--- src/rtl/or_nor_pkg.sv ---
// Shared types and sizes for the OR/NOR mux sweep controller.
// Imported by the controller, its reference model and the bench.
package or_nor_pkg;

  typedef enum logic [1:0] {
    IDLE  = 2'd0,
    DRIVE = 2'd1,
    DONE  = 2'd2
  } state_e;

  localparam int VEC_COUNT = 8;
  localparam int IDX_W     = 3;
  localparam int ERR_W     = 4;

endpackage

--- src/rtl/or_nor_sweep_ctrl_ref.sv ---
// Reference model of the OR/NOR select mux.
// r = sel ? ~(a|b) : (a|b).
module or_nor_ref (
  input  logic a,
  input  logic b,
  input  logic sel,
  output logic exp_o
);

  // Golden value for one {a,b,sel} vector
  always_comb exp_o = sel ? ~(a | b) : (a | b);

endmodule

--- src/rtl/or_nor_sweep_ctrl.sv ---
// Drives all 8 {a,b,sel} vectors into the OR/NOR mux,
// samples r_in per vector and records mismatches.
module or_nor_sweep_ctrl
  import or_nor_pkg::*;
#(
  parameter int HOLD_CYCLES = 1
) (
  input  logic             clk,
  input  logic             rst_n,
  input  logic             start,
  input  logic             abort,
  input  logic             r_in,
  output logic             a,
  output logic             b,
  output logic             sel,
  output logic             busy,
  output logic             done,
  output logic [ERR_W-1:0] err_cnt,
  output logic             fail_valid,
  output logic [IDX_W-1:0] first_fail_idx,
  output logic             expect_o
);

  localparam int HC_W =
    (HOLD_CYCLES > 1) ? $clog2(HOLD_CYCLES) : 1;
  localparam logic [HC_W-1:0] HC_LAST =
    HC_W'(HOLD_CYCLES - 1);
  localparam logic [IDX_W-1:0] IDX_LAST =
    IDX_W'(VEC_COUNT - 1);

  state_e           state_q, state_d;
  logic [IDX_W-1:0] idx_q, idx_d;
  logic [HC_W-1:0]  hold_cnt_q, hold_cnt_d;
  logic [ERR_W-1:0] err_cnt_q, err_cnt_d;
  logic             fail_valid_q, fail_valid_d;
  logic [IDX_W-1:0] ffi_q, ffi_d;
  logic             exp_w;

  or_nor_ref u_ref (
    .a     (idx_q[2]),
    .b     (idx_q[1]),
    .sel   (idx_q[0]),
    .exp_o (exp_w)
  );

  // Next-state, counter and capture logic
  always_comb begin
    state_d      = state_q;
    idx_d        = idx_q;
    hold_cnt_d   = hold_cnt_q;
    err_cnt_d    = err_cnt_q;
    fail_valid_d = fail_valid_q;
    ffi_d        = ffi_q;
    unique case (state_q)
      IDLE: begin
        if (start && !abort) begin
          state_d      = DRIVE;
          idx_d        = '0;
          hold_cnt_d   = '0;
          err_cnt_d    = '0;
          fail_valid_d = 1'b0;
          ffi_d        = '0;
        end
      end
      DRIVE: begin
        if (abort) begin
          state_d = IDLE;
        end else begin
          hold_cnt_d = hold_cnt_q + HC_W'(1);
          if (hold_cnt_q == HC_LAST) begin
            if (r_in != exp_w) begin
              err_cnt_d = err_cnt_q + ERR_W'(1);
              if (!fail_valid_q) begin
                fail_valid_d = 1'b1;
                ffi_d        = idx_q;
              end
            end
            hold_cnt_d = '0;
            if (idx_q == IDX_LAST) begin
              state_d = DONE;
            end else begin
              idx_d = idx_q + IDX_W'(1);
            end
          end
        end
      end
      DONE: state_d = IDLE;
      default: state_d = IDLE;
    endcase
  end

  // State and result registers, synchronous reset
  always_ff @(posedge clk) begin
    if (!rst_n) begin
      state_q      <= IDLE;
      idx_q        <= '0;
      hold_cnt_q   <= '0;
      err_cnt_q    <= '0;
      fail_valid_q <= 1'b0;
      ffi_q        <= '0;
    end else begin
      state_q      <= state_d;
      idx_q        <= idx_d;
      hold_cnt_q   <= hold_cnt_d;
      err_cnt_q    <= err_cnt_d;
      fail_valid_q <= fail_valid_d;
      ffi_q        <= ffi_d;
    end
  end

  assign a              = idx_q[2];
  assign b              = idx_q[1];
  assign sel            = idx_q[0];
  assign busy           = (state_q == DRIVE);
  assign done           = (state_q == DONE);
  assign err_cnt        = err_cnt_q;
  assign fail_valid     = fail_valid_q;
  assign first_fail_idx = ffi_q;
  assign expect_o       = exp_w;

endmodule

--- config.mk ---
export PLATFORM = sky130hd
export DESIGN_NAME = or_nor_sweep_ctrl
export DESIGN_NICKNAME = d
export VERILOG_FILES = /design/src/rtl/or_nor_pkg.sv /design/src/rtl/or_nor_sweep_ctrl_ref.sv /design/src/rtl/or_nor_sweep_ctrl.sv
export SDC_FILE = /design/constraint.sdc
export NUM_CORES = 1
export LEC_CHECK = 0
export ABC_AREA = 1
export ABC_CLOCK_PERIOD_IN_PS = 3050
export CAP_MARGIN = 20
export CORE_MARGIN = 4
export CORE_UTILIZATION = 40
export CTS_BUF_LIST = sky130_fd_sc_hd__clkbuf_16
export CTS_CLUSTER_DIAMETER = 50
export DETAILED_ROUTE_END_ITERATION = 10
export GPL_ROUTABILITY_DRIVEN = 0
export PLACE_DENSITY = 0.69
export SLEW_MARGIN = 10
export SYNTH_ARGS = -nofsm -noshare
export SYNTH_HDL_FRONTEND = slang
export SYNTH_SLANG_ARGS = --single-unit
--- constraint.sdc ---
create_clock -name clk -period 3.05 [get_ports clk]
set_input_delay 0.305 -clock clk [delete_from_list [all_inputs] [get_ports clk]]
set_output_delay 0.305 -clock clk [all_outputs]
set_load 0.01 [all_outputs]
==> flow_metrics.tcl <==
set metrics [dict create \
    status "complete, no violations" \
    start_kind "register" \
    synth.distinct_cells 19 \
    cts_hold_buf 0 \
    p_per_area_nw_per_um2 499 \
    crit_required_ps 2740 \
    cts_resized 0 \
    top_usage_layer "met2" \
    post-cts-setup-buffers 0 \
    port_buffers 18 \
    drtPass1Iterations 5 \
    use_met2 0.228 \
    area_delta_synth_final_pct 40.4 \
    core_area_um2 1540 \
    power.switching_uw 103 \
    tightest_slew_ps 348 \
    cts.root.buffer_cell "clkbuf_16" \
    grt_pass1_wl_um 2640 \
    initial_core_util 0.433 \
    seq_area_frac_synth 0.390 \
    die_w_um 48.9 \
    cts_buffer_depth 2 \
    grt_max_degree 15 \
    dpl.hpwl_um 1130 \
    clock-sinks 13 \
    tns_ps 0 \
    nets 118 \
    maxCapViolations 0 \
    period_share 0.599 \
    sw_frac_of_total 0.221 \
    antennaDiodeCount 0 \
    antenna_left 0 \
    grtUsageMet3 0.0336 \
    vias 645 \
    rsz0062_at_grt "false" \
    grt_use_total 0.139 \
    fin_worst_skew_ps 1.08 \
    peakVddDrop_v 0.000317 \
    wl_um 1480 \
    mostFrequentLayoutCell "clkdlybuf4s50_1" \
    yosysWarnings 0 \
    postSynthAreaPerCell_um2 7.51 \
    fin_crit_ps 1830 \
    syn_area_um2 668 \
    endpoint_kind "output port" \
    synth_fp_nets 97 \
    met1_usage 0.155 \
    clock_latency_ps 240 \
    layout_common_cells "18 x clkdlybuf4s50_1, 16 x nand2_1, 13 x dfxtp_1, 11 x a21oi_1, 10 x inv_1" \
    setup_viol 0 \
    p_int_uw 365 \
    utilization 0.609 \
    p_seq_frac 0.376 \
    pwr-share-clk 0.520 \
    wl_per_cell_um 11.8 \
    grt_overflow_total 0 \
    crit_type "reg2out" \
    finalHoldViolations 0 \
    htree_num_levels 1 \
    clk_pin_slew_worst_paths_ps 40 \
    grt_pass1_vias 644 \
    die_h_um 48.9 \
    hp-class "reg2reg" \
    vias_per_cell 5.16 \
    drc 0 \
    die-area_um2 2390 \
    maxClockFrequency_ghz 0.548 \
    ys_ff_latch 13 \
    crit_fanout 14 \
    io_pins 19 \
    postSynthCellCount 89 \
    p_leak_uw 0.000393 \
    cts_tree "built" \
    drive_gt1_frac 0.147 \
    antenna_found_initial 0 \
    relSlewSlack 0.768 \
    dr.first_iter.drc_count 7 \
    slew_violations 0 \
    combPwrFrac 0.103 \
    cp.arrival_ps 1520 \
    cts_buffers 3 \
    rows 14 \
]
## cell type report
| type | count | area [um2] |
|---|---|---|
| Timing Repair Buffer | 18 | 180 |
| Clock buffer | 3 | 75.1 |
| Inverter | 12 | 45.0 |
| Sequential cell | 13 | 260 |
| Clock inverter | 1 | 3.75 |
| Tap cell | 16 | 20.0 |
| Fill cell | 151 | 603 |
| Multi-Input combinational cell | 62 | 354 |
## worst max-delay path, stage by stage, from the launching register on
cell and delay [ps]:
dfxtp_1 340, inv_2 60, nor2_4 270, clkdlybuf4s50_1 600
## cells in the mapped netlist
cell      instances  area [um2]
xnor2_1           1        8.76
o21ai_0           1        5.00
xor2_1            1        8.76
dfxtp_1          13         260
ha_1              3        37.5
nand4_1           7        43.8
nand3_1           6        30.0
nor2_1            4        15.0
inv_2             3        11.3
nand3_2           2        20.0
a21oi_1          11        55.1
nand2_1          16        60.1
o21ai_2           2        17.5
buf_2             1        5.00
nand2_2           5        31.3
nor3_1            2        10.0
inv_1             9        33.8
nor2_4            1        11.3
clkbuf_1          1        3.75
## flip-flops by register name (all words and copies together), names as in the netlist
name and count:
err_cnt 4, fail_valid 1, first_fail_idx 3, idx_q 3
state_q 2
## power by group through the flow
stage	logic [uW]	clock network [uW]	registers [uW]
3_3_place_gp	47.6	0	179
2_1_floorplan	29.9	0	180
4_1_cts	49.0	250	176
3_5_place_dp	48.8	0	179
5_1_grt	53.7	263	176
6_report	48.3	244	176
## through the flow
| step | cells | setup slack (ps) | hold slack (ps) | instance area [um2] | power (uW) |
|---|---|---|---|---|---|
| final | 125 | 1220 | 461 | 938 | 468 |
| after global routing | 125 | 1130 | 491 | 938 | 493 |
| after CTS | 125 | 1220 | 465 | 938 | 475 |
| after detailed placement | 121 | 1490 | 458 | 860 | 228 |
| after global placement | 121 | 1510 | 452 | 860 | 227 |
| after floorplan | 89 | 1760 | 447 | 668 | 209 |
## metal layers
| layer | wire (um) | vias to the layer above |
|---|---|---|
| li1 | - | 338 |
| met1 | 695 | 283 |
| met2 | 679 | 18 |
| met3 | 62 | 6 |
| met4 | 43 | 0 |
| met5 | 0 | - |
## final timing paths
kind | startpoint | endpoint | slack (ps) | cells after the start
max | state_q[0]$_SDFFE_PN0P_ | busy | 1220 | 3
min | first_fail_idx[0]$_SDFFE_PN0P_ | first_fail_idx[0]$_SDFFE_PN0P_ | 460 | 2
max reg2reg | state_q[0]$_SDFFE_PN0P_ | idx_q[0]$_SDFFE_PN0P_ | 1640 | 7
min reg2reg | first_fail_idx[0]$_SDFFE_PN0P_ | first_fail_idx[0]$_SDFFE_PN0P_ | 460 | 2
## cell families after synthesis
logic type,Yosys count,share of synthesized area
DFF,13,0.390
xor gates and xnor gates,2,0.0262
buffers and inverters,14,0.0805
and+or+nand+nor,43,0.331
AOI/OAI and AO/OA,14,0.116
adders and majority gates,3,0.0562
(Power assumes the default switching activity.)
